File: config.mk
export PLATFORM = sky130hd
export DESIGN_NAME = fetch_prefetch_queue
export DESIGN_NICKNAME = d
export VERILOG_FILES = /design/src/rtl/fetch_prefetch_queue.sv
export SDC_FILE = /design/constraint.sdc
export NUM_CORES = 1
export LEC_CHECK = 0
export ABC_AREA = 1
export BUFFER_PORTS_ARGS = -buffer_cell sky130_fd_sc_hd__buf_2
export CORE_MARGIN = 1.5
export CORE_UTILIZATION = 55
export DETAILED_ROUTE_END_ITERATION = 16
export HOLD_SLACK_MARGIN = 0.03
export PLACE_DENSITY = 0.81
export SLEW_MARGIN = 20
export SYNTH_ARGS = -nofsm -noshare
export SYNTH_HDL_FRONTEND = slang
export SYNTH_SLANG_ARGS = --single-unit
File: constraint.sdc
create_clock -name clk -period 5.31 [get_ports clk]
set_clock_uncertainty 0.1 [all_clocks]
set_input_delay 0.7965 -clock clk [delete_from_list [all_inputs] [get_ports clk]]
set_output_delay 0.7965 -clock clk [all_outputs]
set_load 0.01 [all_outputs]
File: src/rtl/fetch_prefetch_queue.sv
// fetch_prefetch_queue
//   Instruction prefetcher for the 6502 core. Bytes are streamed from program
//   memory into a small circular byte queue independently of the decoder. The
//   queue head is length-decoded and a complete instruction (opcode plus up to
//   two operand bytes) is offered over a valid/ready handshake.
//
// Ports
//   clk, reset_n              clock, synchronous active-low reset
//   mem_req/mem_addr/mem_gnt  read request channel (request held until granted)
//   mem_rvalid/mem_rdata      in-order read response channel
//   redirect_valid/_pc        flush the queue and restart fetch at redirect_pc
//   instr_valid/instr_ready   decoder handshake
//   instr_opcode/op1/op2      instruction bytes (unused operands read as 0)
//   instr_len                 instruction length 1..3 (0 when not valid)
//   instr_pc/pc_next          opcode address and address of the following one
module fetch_prefetch_queue #(
  parameter int                    ADDR_WIDTH      = 16,
  parameter int                    DATA_WIDTH      = 8,
  parameter int                    QUEUE_DEPTH     = 4,
  parameter int                    MAX_OUTSTANDING = 2,
  parameter logic [ADDR_WIDTH-1:0] RESET_PC        = 'h8000
) (
  input  logic                  clk,
  input  logic                  reset_n,
  output logic                  mem_req,
  output logic [ADDR_WIDTH-1:0] mem_addr,
  input  logic                  mem_gnt,
  input  logic                  mem_rvalid,
  input  logic [DATA_WIDTH-1:0] mem_rdata,
  input  logic                  redirect_valid,
  input  logic [ADDR_WIDTH-1:0] redirect_pc,
  output logic                  instr_valid,
  input  logic                  instr_ready,
  output logic [DATA_WIDTH-1:0] instr_opcode,
  output logic [DATA_WIDTH-1:0] instr_op1,
  output logic [DATA_WIDTH-1:0] instr_op2,
  output logic [1:0]            instr_len,
  output logic [ADDR_WIDTH-1:0] instr_pc,
  output logic [ADDR_WIDTH-1:0] pc_next
);
  localparam int PW = $clog2(QUEUE_DEPTH);
  localparam int CW = $clog2(QUEUE_DEPTH + 1);
  localparam int OW = $clog2(MAX_OUTSTANDING + 1);
  localparam int SW = CW + 1;

  // 6502 length decode, opcode = aaabbbcc. The single-byte cases are tested
  // first so they win over the bbb-based three-byte patterns.
  function automatic logic [1:0] op_len(input logic [7:0] op);
    logic [2:0] bbb;
    logic [1:0] cc;
    bbb = op[4:2];
    cc  = op[1:0];
    if (op == 8'h00 || op == 8'h40 || op == 8'h60)                      op_len = 2'd1;
    else if ((cc == 2'b00 || cc == 2'b10) && (bbb == 3'b010 || bbb == 3'b110)) op_len = 2'd1;
    else if (cc == 2'b11)                                               op_len = 2'd1;
    else if (op == 8'h20)                                               op_len = 2'd3;
    else if (bbb == 3'b011 || bbb == 3'b111 || (bbb == 3'b110 && cc == 2'b01)) op_len = 2'd3;
    else                                                                op_len = 2'd2;
  endfunction

  logic [DATA_WIDTH-1:0] q_q [QUEUE_DEPTH];
  logic [DATA_WIDTH-1:0] q_d [QUEUE_DEPTH];
  logic [PW-1:0]         head_q, head_d, tail_q, tail_d;
  logic [CW-1:0]         count_q, count_d;
  logic [OW-1:0]         out_q, out_d, drop_q, drop_d;
  logic [ADDR_WIDTH-1:0] fetch_pc_q, fetch_pc_d, head_pc_q, head_pc_d;

  logic [DATA_WIDTH-1:0] b0, b1, b2;
  logic [SW-1:0]         credit_used;
  logic                  req_raw, grant, rsp, push, pop, valid_w;
  logic [1:0]            len_w;

  assign b0 = q_q[head_q];
  assign b1 = q_q[head_q + PW'(1)];
  assign b2 = q_q[head_q + PW'(2)];

  // Credit check on registered state only: every granted read already owns a
  // queue slot, so a response can never find the queue full.
  assign credit_used = SW'(count_q) + SW'(out_q);
  assign req_raw = reset_n && (credit_used < SW'(QUEUE_DEPTH)) &&
                   (out_q < OW'(MAX_OUTSTANDING));
  // A grant against the pending request is honoured even in a redirect cycle
  // (mem_req is already low then); its byte is later dropped as stale.
  assign grant   = req_raw && mem_gnt;
  // Responses with nothing outstanding are stragglers from before a reset.
  assign rsp     = reset_n && mem_rvalid && (out_q != '0);
  assign push    = rsp && (drop_q == '0) && !redirect_valid;
  assign len_w   = op_len(b0[7:0]);
  assign valid_w = reset_n && !redirect_valid && (count_q >= CW'(len_w));
  assign pop     = valid_w && instr_ready;

  assign mem_req      = req_raw && !redirect_valid;
  assign mem_addr     = fetch_pc_q;
  assign instr_valid  = valid_w;
  assign instr_len    = valid_w ? len_w : 2'd0;
  assign instr_opcode = valid_w ? b0 : '0;
  assign instr_op1    = (valid_w && len_w >= 2'd2) ? b1 : '0;
  assign instr_op2    = (valid_w && len_w == 2'd3) ? b2 : '0;
  assign instr_pc     = head_pc_q;
  assign pc_next      = head_pc_q + ADDR_WIDTH'(instr_len);

  always_comb begin
    q_d        = q_q;
    head_d     = head_q;
    tail_d     = tail_q;
    count_d    = count_q;
    drop_d     = drop_q;
    fetch_pc_d = fetch_pc_q;
    head_pc_d  = head_pc_q;
    out_d      = out_q + OW'(grant) - OW'(rsp);
    if (redirect_valid) begin
      head_d     = '0;
      tail_d     = '0;
      count_d    = '0;
      fetch_pc_d = redirect_pc;
      head_pc_d  = redirect_pc;
      // Everything still in flight after this cycle belongs to the old stream.
      drop_d     = out_d;
    end else begin
      if (grant) fetch_pc_d = fetch_pc_q + 1'b1;
      if (rsp && drop_q != '0) drop_d = drop_q - 1'b1;
      if (push) begin
        q_d[tail_q] = mem_rdata;
        tail_d      = tail_q + 1'b1;
      end
      if (pop) begin
        head_d    = head_q + PW'(len_w);
        head_pc_d = head_pc_q + ADDR_WIDTH'(len_w);
      end
      count_d = count_q + CW'(push) - (pop ? CW'(len_w) : CW'(0));
    end
  end

  always_ff @(posedge clk) begin
    if (!reset_n) begin
      for (int i = 0; i < QUEUE_DEPTH; i++) q_q[i] <= '0;
      head_q     <= '0;
      tail_q     <= '0;
      count_q    <= '0;
      out_q      <= '0;
      drop_q     <= '0;
      fetch_pc_q <= RESET_PC;
      head_pc_q  <= RESET_PC;
    end else begin
      q_q        <= q_d;
      head_q     <= head_d;
      tail_q     <= tail_d;
      count_q    <= count_d;
      out_q      <= out_d;
      drop_q     <= drop_d;
      fetch_pc_q <= fetch_pc_d;
      head_pc_q  <= head_pc_d;
    end
  end

  a_no_overflow: assert property (@(posedge clk) disable iff (!reset_n)
    !(push && count_q == CW'(QUEUE_DEPTH)));

endmodule
==> run summary, run 1 <==
Status: finished, final reports clean
Drt total wl: 14,700 um
Post-synthesis cell area: 0.00491 mm^2
Post-synth top area share: 0.305
NumNets Final: 894
Worst-Margin Slew: 0.577 ns
Pwr Total: 1470 uW
Average wire per standard cell: 15.4 um
Peak supply drop: 0.219 mV
Die ar.: 0.00951 mm^2
Mapped Nets: 797
Crit path max-delay family: simple AND/OR/NAND/NOR gates
CTS H-tree lvls: 3
Vias in the first global route: 4,985
Upper clock frequency limit: 199 MHz
Fin. Hold Viols: 0
Min Clock Period, post-route: 5.02 ns
Sum Neg Setup Slack: 0 ns
Unrepaired setup endpoints after global routing: false
Die width: 97.5 um
Yosys Warn Count: 0
Most used standard cell by instance count after synthesis: nand2_1
Sequential element share of the synthesized area: 0.305
Leak Pwr: 0.00267 uW
# placed instances: 936
Post-route DRC: 0
Layout Cells excl Fill: 954
Max Fanout on Critical Path: 18
Prevailing post-synth register cell: dfxtp_1
Pwr Density: 256 mW/mm^2
Initial antenna violation count: 0
Worst hold path class: flip-flop to flip-flop
Clock sink count: 75
Num ports: 106
Area grow syn2layout: 17.0%
Grt ovf: 0
TritonRoute pass-1 iters: 5
DIE HEIGHT: 97.5 um
Synthesized area per cell: 6.60 um^2
Max incr delay on CP: 0.41 ns
TritonCTS clock tree: yes
Total track usage: 0.304
CTS Hold Buffers Added: 0
Clk_lat worst skew: 0.36 ns
Largest net degree at the start of global routing: 43
Vias post-DR: 5,441
Crit path required time: 4.41 ns
Iteration-0 DRC Markers: 500
Critical path type: flip-flop to primary output
Placer Congestion: 0.957
Crit end category: primary output
Dominant cell type by count on the critical path: nand2_1
N_diodes: 0
Clk pin slew, worst setup/hold paths: 0.08 ns
Largest cells by area after synthesis: dfxtp_1 31%, nand2_1 13%, a21oi_1 8.1%, inv_1 7.0%, nand3_1 6.5%
Synthesized instance count: 745
Remaining antenna violation count: 0
Inserted Clock Buffers: 9
Row count: 34
Final non-filler cell area: 0.00575 mm^2
Synth async-reset ratio: 0
Final Setup Violations: 0
First-pass GRT wire length: 23,700 um
Root Buffer: clkbuf_8
Clock buffer depth: 2
Number of synthesized register bits: 75
Fin crit share: 0.945
Worst setup SP type: flip-flop
Synth top cells by count: 168 x nand2_1, 91 x inv_1, 80 x a21oi_1
Routed vias/inst: 5.70
Max_cap viols: 0
CP Buf/Inv Count: 5
Post-synth EDFFs: 0
Critical Path AT: 4.12 ns
Placement Cell Area: 0.00548 mm^2
Detailed-placement wirelength estimate: 10,900 um
Core Footprint: 0.00868 mm^2
Fraction of layout cells with a size suffix above 1: 0.201
Leading area contributor after synthesis: dfxtp_1
Initial Util: 0.566
Fin Hold WS: 0.382 ns
Crit-path slowest cell: fa_1
Fin. max-slew vios: 0
Max_slew headroom: 0.615
Synth unique cells: 42
Port bufs: 105
-- state kept, by name, summed over array words and instances, names as in the netlist --
register	cells
tail_q	2
count_q	3
out_q	2
q_q	32
head_q	2
drop_q	2
instr_pc	16
mem_addr	16
-- routing by layer --
| metal | vias to the layer above | GRT usage | share of wire |
|---|---|---|---|
| met5 | - | 0 | 0 |
| met3 | 29 | 0.0475 | 0.076 |
| met2 | 243 | 0.480 | 0.45 |
| met4 | 0 | 0.0890 | 0.017 |
| met1 | 2527 | 0.430 | 0.45 |
| li1 | 2642 | - | - |
-- cell usage in the layout (no fill, tap or decap), drive strengths merged, types with 19 or more instances in the layout --
| cell | netlist | routed |
|---|---|---|
| o21ai | 58 | 58 |
| buf | 14 | 112 |
| nand2 | 180 | 180 |
| ha | 19 | 19 |
| dfxtp | 75 | 75 |
| inv | 99 | 100 |
| xor2 | 20 | 20 |
| nand3 | 65 | 65 |
| nor2 | 63 | 63 |
| a21oi | 80 | 80 |
-- cell type report --
| cell class | instances | area (um^2) |
|---|---|---|
| multi-input cells | 543 | 2910 |
| well taps | 108 | 135 |
| flip-flops and latches | 75 | 1500 |
| repair buffers | 113 | 619 |
| inverters | 100 | 383 |
| clock inverters | 3 | 46.3 |
| clock buffers | 12 | 155 |
| fillers | 802 | 2930 |
-- metrics by stage --
stage,util,worst slack (ns)
after floorplan,-,0.755
after global placement,0.631,0.589
after detailed placement,0.631,0.399
after CTS,0.654,0.0101
after global routing,0.662,0.000612
final,0.662,0.292
-- cells by family after synthesis --
kind of cell,Yosys count,synth area share
AOI/OAI and AO/OA,177,0.199
xor gates and xnor gates,24,0.0428
adders and majority gates,22,0.0606
buffers and inverters,127,0.105
DFF,75,0.305
and+or+nand+nor,320,0.287
-- worst min-delay path, cell delays in order (launching register included) --
cell and delay [ns]:
dfxtp_1 0.32, inv_1 0.07, a21oi_1 0.06
-- final timing paths --
kind             start           to  slack, ns  depth (start not counted)
max          head_q[0]  pc_next[10]       0.29                         25
min             q_q[0]       q_q[0]       0.38                          2
max reg2reg  head_q[0]   count_q[2]       1.08                         26
min reg2reg     q_q[0]       q_q[0]       0.38                          2
-- report_power, final --
part | switching (uW) | total, uW | internal, uW
clock network | 227 | 469 | 243
logic | 240 | 373 | 133
registers | 34.9 | 627 | 592
-- repair_timing --
item	in CTS	in global routing
resized for setup	0	9
buffers inserted	0	2
setup endpoints to repair	0	9
No activity file was read; power rests on OpenSTA's default activity.
==> run 2, diff against run 1 <==
--- a/config.mk
+++ b/config.mk
@@ -8,10 +8,11 @@
 export ABC_AREA = 1
 export BUFFER_PORTS_ARGS = -buffer_cell sky130_fd_sc_hd__buf_2
 export CORE_MARGIN = 1.5
-export CORE_UTILIZATION = 55
+export CORE_UTILIZATION = 50
+export CTS_BUF_LIST = sky130_fd_sc_hd__clkbuf_16
 export DETAILED_ROUTE_END_ITERATION = 16
 export HOLD_SLACK_MARGIN = 0.03
-export PLACE_DENSITY = 0.81
+export PLACE_DENSITY = 0.77
 export SLEW_MARGIN = 20
 export SYNTH_ARGS = -nofsm -noshare
 export SYNTH_HDL_FRONTEND = slang
==> constraint.sdc (replaced) <==
create_clock -name clk -period 4.1 [get_ports clk]
set_clock_uncertainty 0.1 [all_clocks]
set_input_delay 0.615 -clock clk [delete_from_list [all_inputs] [get_ports clk]]
set_output_delay 0.615 -clock clk [all_outputs]
set_load 0.01 [all_outputs]
==> run 2 against run 1 <==
Effect of this change: the run now ends with setup timing left; count of clock-buffer cells in the layout down 3; total power rose by 57%; combinational power grew 66%; register-to-register slack got worse by 0.99 ns; critical endpoint unchanged.
==> run summary, run 2 (synthesized netlist as in run 1, its figures left out) <==
Status: finished, violations left
Violated checks: setup timing
CTS H-tree lvls: 3 (unchanged)
Hold path depth: 2 (unchanged)
Drt total wl: 16,800 um (+15%)
Min Clock Period, post-route: 4.48 ns
Hold path start: q_q[2]
N_diodes: 0 (unchanged)
Crit end category: primary output
Fin crit share: 1.09
Detailed-placement wirelength estimate: 11,400 um (+4.5%)
Fin. Hold Viols: 0 (unchanged)
Clk pin slew, worst setup/hold paths: 0.07 ns (about the same)
Final Setup Violations: 14 (+14)
Layout Cells excl Fill: 1,045 (+9.5%)
Grt ovf: 0 (unchanged)
DIE HEIGHT: 102 um (+4.7%)
Leak Pwr: 0.00325 uW (+22%)
Global routing usage on met2: 0.454 (-0.0253)
Post-layout worst setup margin: -0.378 ns (-0.670 ns)
Worst setup SP type: flip-flop
Clock buffer depth: 2 (unchanged)
WHS Endpoint: q_q[2]
Most common cell after layout, fill and taps aside: nand2_1
Max_slew headroom: 0.613 (-0.00143)
Area grow syn2layout: 39.5%
Unrepaired setup endpoints after global routing: true
Worst-Margin Slew: 0.576 ns (-0.000895 ns)
M1 GR Usage: 0.455 (+0.0251)
Met3 Use GR: 0.0650 (+0.0175)
Upper clock frequency limit: 223 MHz
Biggest register: q_q
Row count: 36 (+5.9%)
Worst hold path class: flip-flop to flip-flop
Max Fanout on Critical Path: 5 (-13)
Critical path type: flip-flop to primary output
CTS Hold Buffers Added: 0 (unchanged)
First-pass GRT wire length: 25,000 um (+5.7%)
Port bufs: 105 (unchanged)
CP Buf/Inv Count: 5 (unchanged)
TritonCTS clock tree: yes
FF-to-FF Start: head_q[0]
Max_cap viols: 0 (unchanged)
Critical Path AT: 3.76 ns (-0.36 ns)
Iteration-0 DRC Markers: 515 (+3.0%)
Die width: 102 um (+4.7%)
Pwr Density: 337 mW/mm^2 (+32%)
Place WS: -0.0396 ns (-0.439 ns)
NumNets Final: 959 (+7.3%)
Crit path max-delay family: simple AND/OR/NAND/NOR gates
Worst r2r dst: count_q[2]
Worst reg2reg setup slack: 0.09 ns (-0.99 ns)
GR peak layer: met1
Crit path required time: 3.38 ns (-1.03 ns)
Post-route DRC: 0 (unchanged)
Clock sink count: 75 (unchanged)
Dominant cell type by count on the critical path: nor2_4
Crit-path slowest cell: dfxtp_4
Total track usage: 0.308 (+0.00436)
Largest net degree at the start of global routing: 43 (unchanged)
TritonRoute pass-1 iters: 5 (unchanged)
Average wire per standard cell: 16.1 um (+4.8%)
Most frequent cells in the layout: 130 x nand2_1, 105 x buf_2, 89 x inv_1
Routed vias/inst: 5.56 (-2.4%)
Fin. max-slew vios: 0 (unchanged)
Vias post-DR: 5,814 (+6.9%)
Peak supply drop: 0.241 mV (+9.8%)
# placed instances: 971 (+3.7%)
Remaining antenna violation count: 0 (unchanged)
Fill cell count: 796 (-0.75%)
Max FFs per register: 32 (unchanged)
Inserted Clock Buffers: 9 (unchanged)
Placer Congestion: 0.946 (-1.2%)
Die ar.: 0.0104 mm^2 (+9.7%)
Vias in the first global route: 5,029 (+0.88%)
Reg2Reg Depth: 29 (+12%)
Max incr delay on CP: 0.41 ns (about the same)
Initial Util: 0.510 (-0.0565)
Root Buffer: clkbuf_16
Fraction of layout cells with a size suffix above 1: 0.339 (+0.138)
Initial antenna violation count: 0 (unchanged)
Num ports: 106 (unchanged)
Clk_lat worst skew: 0.34 ns (-0.02 ns)
Core Footprint: 0.00964 mm^2 (+11%)
-- run 2: what timing repair did --
action	CTS	global route
endpoints found under the setup margin	11	16
resized for setup	59	40
pin swaps	21	34
cloned	4	0
buffers inserted	37	18
-- run 2: final cells by class --
type,instances,area (um^2),area share
tap,133,166,0.0243
inverter,100,395,0.0577
timing repair inverter,3,28.8,0.00420
timing repair buffer,175,1150,0.168
sequential,75,1510,0.220
multi-input combinational,543,3280,0.479
clock inverter,7,100,0.0146
clock buffer,9,225,0.0328
-- run 2: worst max path at each step --
stage / slack, ns / cells past startpoint / endpoint / startpoint
2_1_floorplan: 0.01 / 26 / pc_next[10] / head_q[0]
3_3_place_gp: 0.05 / 23 / pc_next[10] / head_q[0]
3_5_place_dp: -0.04 / 23 / pc_next[10] / head_q[0]
4_1_cts: -0.20 / 26 / pc_next[10] / head_q[0]
5_1_grt: -0.56 / 26 / pc_next[8] / head_q[0]
6_report: -0.38 / 26 / pc_next[10] / head_q[0]
-- run 2: report_power, final --
group	switching [uW]	total [uW]	internal, uW
registers	48.9	817	768
clock network	337	876	539
logic	359	618	259
-- run 2: per-stage QoR --
stage | total power [uW] | setup TNS, ns | instance area [um^2] | util | hold slack (ns)
2_1_floorplan | 1140 | 0 | 5000 | - | 0.344
3_5_place_dp | 1310 | -0.0709 | 5700 | 0.591 | 0.370
3_3_place_gp | 1300 | 0 | 5700 | 0.591 | 0.369
6_report | 2310 | -3.62 | 6860 | 0.711 | 0.394
5_1_grt | 2400 | -5.78 | 6860 | 0.711 | 0.413
4_1_cts | 2240 | -1.07 | 6580 | 0.683 | 0.379
-- run 2: worst reg2reg max path, delay by kind of cell (launching register included) --
family	cells	cell delay, ns
AO/OA/AOI/OAI	3	0.25
buffers and inverters	9	0.86
adder cells (fa/ha/maj)	4	0.96
flip-flops	1	0.41
AND/OR/NAND/NOR	13	1.37
-- run 2: metal layers --
layer	part of all wire	routed length [um]
met5	0	0
met2	0.45	7630
met3	0.093	1570
met1	0.43	7280
met4	0.020	344
